### config.mk
export PLATFORM = sky130hd
export DESIGN_NAME = mem_access_unit
export DESIGN_NICKNAME = d
export VERILOG_FILES = /design/src/rtl/mem_access_unit.sv
export SDC_FILE = /design/constraint.sdc
export NUM_CORES = 1
export LEC_CHECK = 0
export CORE_MARGIN = 3
export CORE_UTILIZATION = 47
export DETAILED_ROUTE_END_ITERATION = 10
export GPL_ROUTABILITY_DRIVEN = 0
export GPL_TIMING_DRIVEN = 0
export PLACE_DENSITY = 0.91
export SYNTH_ARGS = -nofsm -noshare
export SYNTH_HDL_FRONTEND = slang
export SYNTH_SLANG_ARGS = --single-unit
### constraint.sdc
create_clock -name clk -period 5.5 [get_ports clk]
set_input_delay 1.1 -clock clk [delete_from_list [all_inputs] [get_ports clk]]
set_output_delay 1.1 -clock clk [all_outputs]
set_load 0.01 [all_outputs]
### src/rtl/mem_access_unit.sv
// Memory-stage data-bus master.
// Turns one M-stage load/store into a single req/addr_ok/data_ok bus
// transaction, builds store byte strobes and lane-shifted write data, captures
// the returned word and hands it with its byte offset and extension type to the
// load-extension stage.
// Ports:
//   clk, resetn                  clock, synchronous active-low reset
//   M_Valid, M_Flush             M-stage valid / cancel of the current M op
//   M_Addr, M_StoreData          effective address, store source (rt)
//   M_AccessType                 one-hot {lb,lbu,lh,lhu,lw,lwl,lwr,sb,sh,sw,swl,swr}
//   M_Stall                      hold M and earlier stages (combinational)
//   M_AdEL, M_AdES               load/store address error (combinational)
//   data_*                       SRAM-like data-bus master side
//   W_Valid                      one-cycle completion pulse
//   W_RawMemData, W_Offset, W_ExtType  result handed to the extension stage
module mem_access_unit #(
   parameter int unsigned ADDR_W = 32,
   parameter int unsigned DATA_W = 32
) (
   input  logic              clk,
   input  logic              resetn,
   input  logic              M_Valid,
   input  logic              M_Flush,
   input  logic [ADDR_W-1:0] M_Addr,
   input  logic [DATA_W-1:0] M_StoreData,
   input  logic [11:0]       M_AccessType,
   output logic              M_Stall,
   output logic              M_AdEL,
   output logic              M_AdES,
   output logic              data_req,
   output logic              data_wr,
   output logic [1:0]        data_size,
   output logic [ADDR_W-1:0] data_addr,
   output logic [3:0]        data_wstrb,
   output logic [DATA_W-1:0] data_wdata,
   input  logic              data_addr_ok,
   input  logic              data_data_ok,
   input  logic [DATA_W-1:0] data_rdata,
   output logic              W_Valid,
   output logic [DATA_W-1:0] W_RawMemData,
   output logic [1:0]        W_Offset,
   output logic [8:0]        W_ExtType
);

   localparam int unsigned EXT_W = 9;

   localparam logic [1:0] IDLE = 2'd0;
   localparam logic [1:0] REQ  = 2'd1;
   localparam logic [1:0] WAIT = 2'd2;

   logic [1:0] state;
   logic [1:0] stateNext;

   logic isLb, isLbu, isLh, isLhu, isLw, isLwl, isLwr;
   logic isSb, isSh, isSw, isSwl, isSwr;
   logic [1:0] off;
   logic loadAdE, storeAdE, start, isStore, lineAligned;
   logic cancel;
   logic [1:0] offQ;
   logic [EXT_W-1:0] extQ;

   logic [1:0]        sizeC;
   logic [ADDR_W-1:0] addrC;
   logic [3:0]        wstrbC;
   logic [DATA_W-1:0] wdataC;

   // Access-type decode
   assign {isLb, isLbu, isLh, isLhu, isLw, isLwl, isLwr,
           isSb, isSh, isSw, isSwl, isSwr} = M_AccessType;
   assign off         = M_Addr[1:0];
   assign isStore     = isSb | isSh | isSw | isSwl | isSwr;
   assign lineAligned = isLwl | isLwr | isSwl | isSwr;

   // Misalignment detection; unaligned-word ops (lwl/lwr/swl/swr) never fault
   assign loadAdE  = ((isLh | isLhu) & off[0]) | (isLw & (|off));
   assign storeAdE = (isSh & off[0]) | (isSw & (|off));
   assign M_AdEL   = M_Valid & loadAdE;
   assign M_AdES   = M_Valid & storeAdE;

   assign start = (state == IDLE) & M_Valid & (|M_AccessType) & ~M_Flush
                  & ~loadAdE & ~storeAdE;

   // Stall drops in the data_ok cycle so the pipeline advances with the result
   assign M_Stall = start | (state == REQ) | ((state == WAIT) & ~data_data_ok);

   // Bus size and address
   always_comb begin
      sizeC = 2'd2;
      addrC = M_Addr;
      if (isLb | isLbu | isSb)      sizeC = 2'd0;
      else if (isLh | isLhu | isSh) sizeC = 2'd1;
      if (lineAligned) addrC = {M_Addr[ADDR_W-1:2], 2'b00};
   end

   // Store byte strobes and lane-shifted write data
   always_comb begin
      wstrbC = 4'b0000;
      wdataC = '0;
      if (isSb) begin
         wstrbC = 4'b0001 << off;
         wdataC = {4{M_StoreData[7:0]}};
      end else if (isSh) begin
         wstrbC = 4'b0011 << off;
         wdataC = {2{M_StoreData[15:0]}};
      end else if (isSw) begin
         wstrbC = 4'b1111;
         wdataC = M_StoreData;
      end else if (isSwl) begin
         wstrbC = 4'b1111 >> (2'd3 - off);
         wdataC = M_StoreData >> {(2'd3 - off), 3'b000};
      end else if (isSwr) begin
         wstrbC = 4'b1111 << off;
         wdataC = M_StoreData << {off, 3'b000};
      end
   end

   // State register
   always_ff @(posedge clk) begin
      if (!resetn) state <= IDLE;
      else         state <= stateNext;
   end

   // Next-state logic
   always_comb begin
      stateNext = state;
      case (state)
         IDLE:    if (start)        stateNext = REQ;
         REQ:     if (data_addr_ok) stateNext = WAIT;
         WAIT:    if (data_data_ok) stateNext = IDLE;
         default: stateNext = IDLE;
      endcase
   end

   // Bus fields, cancel tracking and write-back capture
   always_ff @(posedge clk) begin
      if (!resetn) begin
         data_req     <= 1'b0;
         data_wr      <= 1'b0;
         data_size    <= 2'd0;
         data_addr    <= '0;
         data_wstrb   <= 4'b0000;
         data_wdata   <= '0;
         offQ         <= 2'd0;
         extQ         <= '0;
         cancel       <= 1'b0;
         W_Valid      <= 1'b0;
         W_RawMemData <= '0;
         W_Offset     <= 2'd0;
         W_ExtType    <= '0;
      end else begin
         W_Valid <= 1'b0;
         if (start) begin
            data_req   <= 1'b1;
            data_wr    <= isStore;
            data_size  <= sizeC;
            data_addr  <= addrC;
            data_wstrb <= wstrbC;
            data_wdata <= wdataC;
            offQ       <= off;
            extQ       <= {M_AccessType[11:5], M_AccessType[1:0]};
         end else if ((state == REQ) && data_addr_ok) begin
            data_req <= 1'b0;
         end
         if ((state != IDLE) && M_Flush) cancel <= 1'b1;
         // A flush in the data_ok cycle itself also discards the result
         if ((state == WAIT) && data_data_ok) begin
            cancel <= 1'b0;
            if (!(cancel | M_Flush)) begin
               W_Valid   <= 1'b1;
               W_Offset  <= offQ;
               W_ExtType <= extQ;
               if (!data_wr) W_RawMemData <= data_rdata;
            end
         end
      end
   end

endmodule

[Word-level counts from Yosys, hierarchy flattened]
Cells that the tools add are included.
Cells by class
  equality and inequality tests: 5
  reduce and logical (&&, ||, !) cells: 13
  muxes and demuxes: 20
  magnitude comparators: 0
  div/mod/pow operators: 0
  shift-type cells: 6
  bitwise operators: 35
  $mul: 0
  $add $sub $neg: 1
Operators by type and width (count)
  32-bit two-way mux: 5
  32-bit by 5-bit left shift with 32-bit output: 1
  32-bit by 5-bit right shift with 32-bit output: 1
  4-bit two-way mux: 5
  1-bit OR: 16
  1-bit bitwise AND: 12
  2-bit two-way mux: 6
  12-bit OR reduction: 1
  1-bit inverter: 7
  2-bit inequality test, second input constant: 3
  2-bit one-hot mux with 3 select lines: 1
  3-bit AND reduction: 2
  2-bit AND reduction: 2
  2-bit nonzero test: 2
  2-bit OR reduction: 2
  1-bit by 2-bit left shift with 4-bit output, first input constant: 1
  2-bit by 2-bit left shift with 4-bit output, first input constant: 1
  4-bit by 2-bit left shift with 4-bit output, first input constant: 1
  4-bit by 2-bit right shift with 4-bit output, first input constant: 1
  1-bit logical AND: 3
  1-bit two-way mux: 3
  2-bit by 1-bit == test with 1-bit output, second input constant: 1
  2-bit == test, second input constant: 1
  2-bit logical NOT: 1
  2-bit subtractor, first input constant: 1
Storage, ports and cells
  input port bits: 114
  latch bits: 0
  memory bits (read-only): 0
  memories: 0
  output and inout bits: 119
  memory bits (writable): 0
  logic and storage cells: 94
  flip-flop bits (word level): 130

[Logic depth before layout (Yosys ltp)]
Gate-level depths: netlist (run 1).
  depth in word-level cells: 8
  mapped depth: 12
  mapped depth without buffers: 7

[Least setup slack after synthesis (run 1)]
OpenSTA, ideal clock, no wires.
  kind: in2out
  start: in M_Addr[0]
  end: out M_Stall
  path slack: 1.687 ns
  buffers on the path: 5
  arrival time: 2.713 ns
  stages on the path: 11
  data required time: 4.400 ns
  path through: buf_4 > buf_4 > buf_2 > inv_1 > ha_1 > nand2b_1 > and3_1 > nand3_1 > buf_4 > buf_4 > nand3_1
Between the ends
  longest elaborated chain between the ends: 8
  elaborated cells on any way between the ends: 13
  classes of those cells: bitwise (12); reduce/logical (1)
Ends and longest elaborated chain
  start: declaration: line 24  | input logic [ADDR_W-1:0] M_Addr,
  2-bit OR reduction: line 75, 76
  1-bit bitwise AND: line 75  | assign loadAdE = ((isLh | isLhu) & off[0]) | (isLw & (|off));
  1-bit OR: line 75
  1-bit inverter: line 81  | & ~loadAdE & ~storeAdE;
  1-bit bitwise AND: line 81
  1-bit bitwise AND (*): line 81
  1-bit OR (*) (2 in series): line 84  | assign M_Stall = start | (state == REQ) | ((state == WAIT) & ~data_data_ok);
  end: declaration: line 27  | output logic M_Stall,
Every way passes the cells marked *; elsewhere a longest branch is shown, timed or not.

[Final worst setup path (run 1)]
  start: in M_Addr[1]
  end: out M_Stall
Between the ends
  longest elaborated chain between the ends: 8
  elaborated cells on any way between the ends: 11
  classes of those cells: bitwise (10); reduce/logical (1)
Ends and longest elaborated chain (line)
  2-bit OR reduction (*): 75, 76
  1-bit bitwise AND: 75
  1-bit OR: 75
  1-bit inverter: 81
  1-bit bitwise AND: 81
  1-bit bitwise AND (*): 81
  1-bit OR (*) (2 in series): 84
Marks and branches as above.

==> results of run 1 <==
[per-stage QoR]
step,instance area [um2],worst slack [ns]
after floorplan,5960,1.69
after global placement,8460,0.174
after detailed placement,8460,0.153
after CTS,9090,0.137
after global routing,9080,0.00781
final,9080,0.168
[final cells by class]
class	count	area share (%)
clock buffers	19	4.99
clock inverters	12	1.94
repair buffers	229	25.2
well taps	168	2.31
plain buffers	63	3.68
inverters	15	0.620
multi-input cells	548	32.6
flip-flops and latches	130	28.7
[registers in the layout (all words and copies together) (netlist names), 2 cells and up]
name,count
extQ,9
W_ExtType,9
data_size,2
data_wdata,32
offQ,2
state,2
W_RawMemData,32
W_Offset,2
data_addr,32
data_wstrb,4
[tightest hold or removal path: cells and delay by family (launching register included)]
family / cells / cell delay (ns)
flops: 1 / 0.31
simple gates: 1 / 0.05
compound gates: 1 / 0.05
[placed cells by master (no fill, tap or decap), types with 4 or more instances in the layout]
cell and instances:
dfxtp_1 130, buf_6 5, clkdlybuf4s50_1 229, a222oi_1 8
o21ai_0 36, ha_1 5, inv_1 14, buf_2 17
nor3_1 4, a221oi_1 16, buf_4 10, nor2_1 52
clkbuf_1 28, a32oi_1 9, nor2b_1 4, a22oi_1 9
clkbuf_16 17, bufinv_16 4, a311oi_1 8, a21oi_1 152
nand3_1 5, mux2_2 25, nand2_1 185
[final timing paths]
check | start | end | slack (ns) | cells after the start
worst min register to register | extQ[0] | W_ExtType[0] | 0.45 | 2
worst min-delay path | extQ[0] | W_ExtType[0] | 0.45 | 2
worst max-delay path | M_Addr[1] | M_Stall | 0.17 | 12
worst max register to register | state[1] | data_wdata[5] | 3.49 | 6
[power groups by stage]
| stage | registers (mW) | clock network [mW] | logic (mW) |
|---|---|---|---|
| floorplan | 0.992 | 0 | 0.130 |
| global placement | 0.986 | 0 | 0.297 |
| detailed placement | 0.987 | 0 | 0.301 |
| CTS | 0.967 | 1.22 | 0.306 |
| global route | 0.969 | 1.25 | 0.333 |
| finish | 0.967 | 1.21 | 0.314 |
[cell families after synthesis]
| family | share of synthesized area (%) |
|---|---|
| compound gates | 24.9 |
| fa+ha+maj | 1.05 |
| buf+inv | 6.64 |
| flops | 43.7 |
| mux | 4.73 |
| simple gates | 19.0 |
[layer usage]
metal | vias to the layer above | part of all wire [%] | track usage [%]
met5 | - | 0 | 0
met4 | 0 | 4.4 | 14.4
met3 | 121 | 12 | 9.14
met2 | 542 | 47 | 51.8
met1 | 3187 | 36 | 35.3
li1 | 3142 | - | -
==> impl_metrics.json, run 1 <==
{
  "start_util_pct": 48.8,
  "dr_total_vias": 6992,
  "synth_flop_cell": "dfxtp_1",
  "yosysUniqueCellTypes": 46,
  "overflow": 0,
  "clockBufferDepth": 2,
  "crit_required_ns": 4.40,
  "slew_headroom_pct": 46.2,
  "drt_iter0_drc": 977,
  "fmax_ghz": 0.188,
  "avgSynthCellArea_um2": 7.87,
  "cp_top_family": "buffers and inverters",
  "grt_pass1_vias": 6815,
  "worstMarginPinSlew_ns": 0.804,
  "rows": 40,
  "route.detailed.drc": 0,
  "crit_type": "input pin to output port",
  "start_kind": "input pin",
  "multi_input_area_um2": 2960,
  "utilization_pct": 74.4,
  "die_y_um": 119,
  "antenna_found_initial": 0,
  "power_frac_comb_pct": 12.6,
  "leakage_nw": 3.21,
  "finalSetupViolations": 0,
  "synth_area_um2": 5960,
  "synthArstFlopShare_pct": 0,
  "period_share_pct": 96.9,
  "final_nets": 1123,
  "core-area_um2": 12200,
  "crit_slowest_cell": "clkdlybuf4s50_1",
  "holdBufCountCts": 0,
  "synthCells": 757,
  "insertion_delay_ns": 0.42,
  "cts.sinks": 130,
  "path_clk_slew_ns": 0.06,
  "synth_warnings": 0,
  "wl_mm": 22.0,
  "synthMostInstantiatedCell": "nand2_1",
  "viasPerCell": 5.91,
  "yosys.area.top_type": "dfxtp_1",
  "synthTopCellsByArea": "dfxtp_1 44%, a21oi_1 13%, nand2_1 12%",
  "drv_slew": 0,
  "internal-power_mw": 1.89,
  "status": "completed",
  "clock-root-buffer": "clkbuf_16",
  "wire_per_inst_um": 18.5,
  "fillerInstances": 879,
  "min_period_ns": 5.33,
  "end_kind": "output port",
  "place_hpwl_mm": 15.5,
  "io-pin-count": 233,
  "grt_pass1_wl_mm": 34.7,
  "drtPass1Iterations": 7,
  "finClkSkew_ns": 0.00842,
  "synth-seq-cells": 130,
  "path_buf_inv": 8,
  "grt_max_degree": 17,
  "drive_gt1_share_pct": 10.0,
  "htree_levels": 4,
  "post-place-cells": 1154,
  "drv_cap": 0,
  "instances_no_fill": 1184,
  "die_w_um": 119,
  "hold_slack_ns": 0.451,
  "insertedDiodeCount": 0,
  "setup_tns_ns": 0,
  "path_cells": "clkdlybuf4s50_1 > buf_2 > inv_1 > clkbuf_1 > ha_1 > inv_1 > a21oi_1 > nand3_1 > buf_4 > buf_4 > nand3_1 > clkdlybuf4s50_1",
  "cts_setup_buffers": 0,
  "grt_setup_unrepaired": "no",
  "max_stage_delay_ns": 0.55,
  "p_sw_uw": 595,
  "cts_buffers": 17,
  "cp_max_fo": 12,
  "syn_to_final_growth_pct": 52.5,
  "synth_fp_nets": 876,
  "p_per_area_nw_per_um2": 274,
  "power_frac_seq_pct": 38.9,
  "cts_tree": "done",
  "ys_seq_area_share_pct": 43.7,
  "crit_arrival_ns": 4.23,
  "peakVddDrop_v": 0.000198,
  "seq_area_um2": 2600,
  "hold_path.class": "flip-flop to flip-flop",
  "yosys-top-cells-count": "185 x nand2_1, 152 x a21oi_1, 130 x dfxtp_1",
  "io_buffer_count": 229,
  "grt_usage_pct": 30.6,
  "ctsResizeCount": 0,
  "power_mw": 2.49,
  "hold_viol": 0,
  "die-area_um2": 14100,
  "yosysTopAreaCellShare_pct": 43.7,
  "p_clk_share_pct": 48.5,
  "ant_nets": 0,
  "synth_edf_count": 0,
  "p_sw_share_pct": 23.9
}
(Power assumes the default switching activity.)
==> run 2, diff against run 1 <==
--- a/config.mk
+++ b/config.mk
@@ -7,6 +7,7 @@
 export LEC_CHECK = 0
 export CORE_MARGIN = 3
 export CORE_UTILIZATION = 47
+export CTS_CLUSTER_SIZE = 25
 export DETAILED_ROUTE_END_ITERATION = 10
 export GPL_ROUTABILITY_DRIVEN = 0
 export GPL_TIMING_DRIVEN = 0
==> results of run 2 <==
Final layout, timing and power as in run 1 (identical DEF).
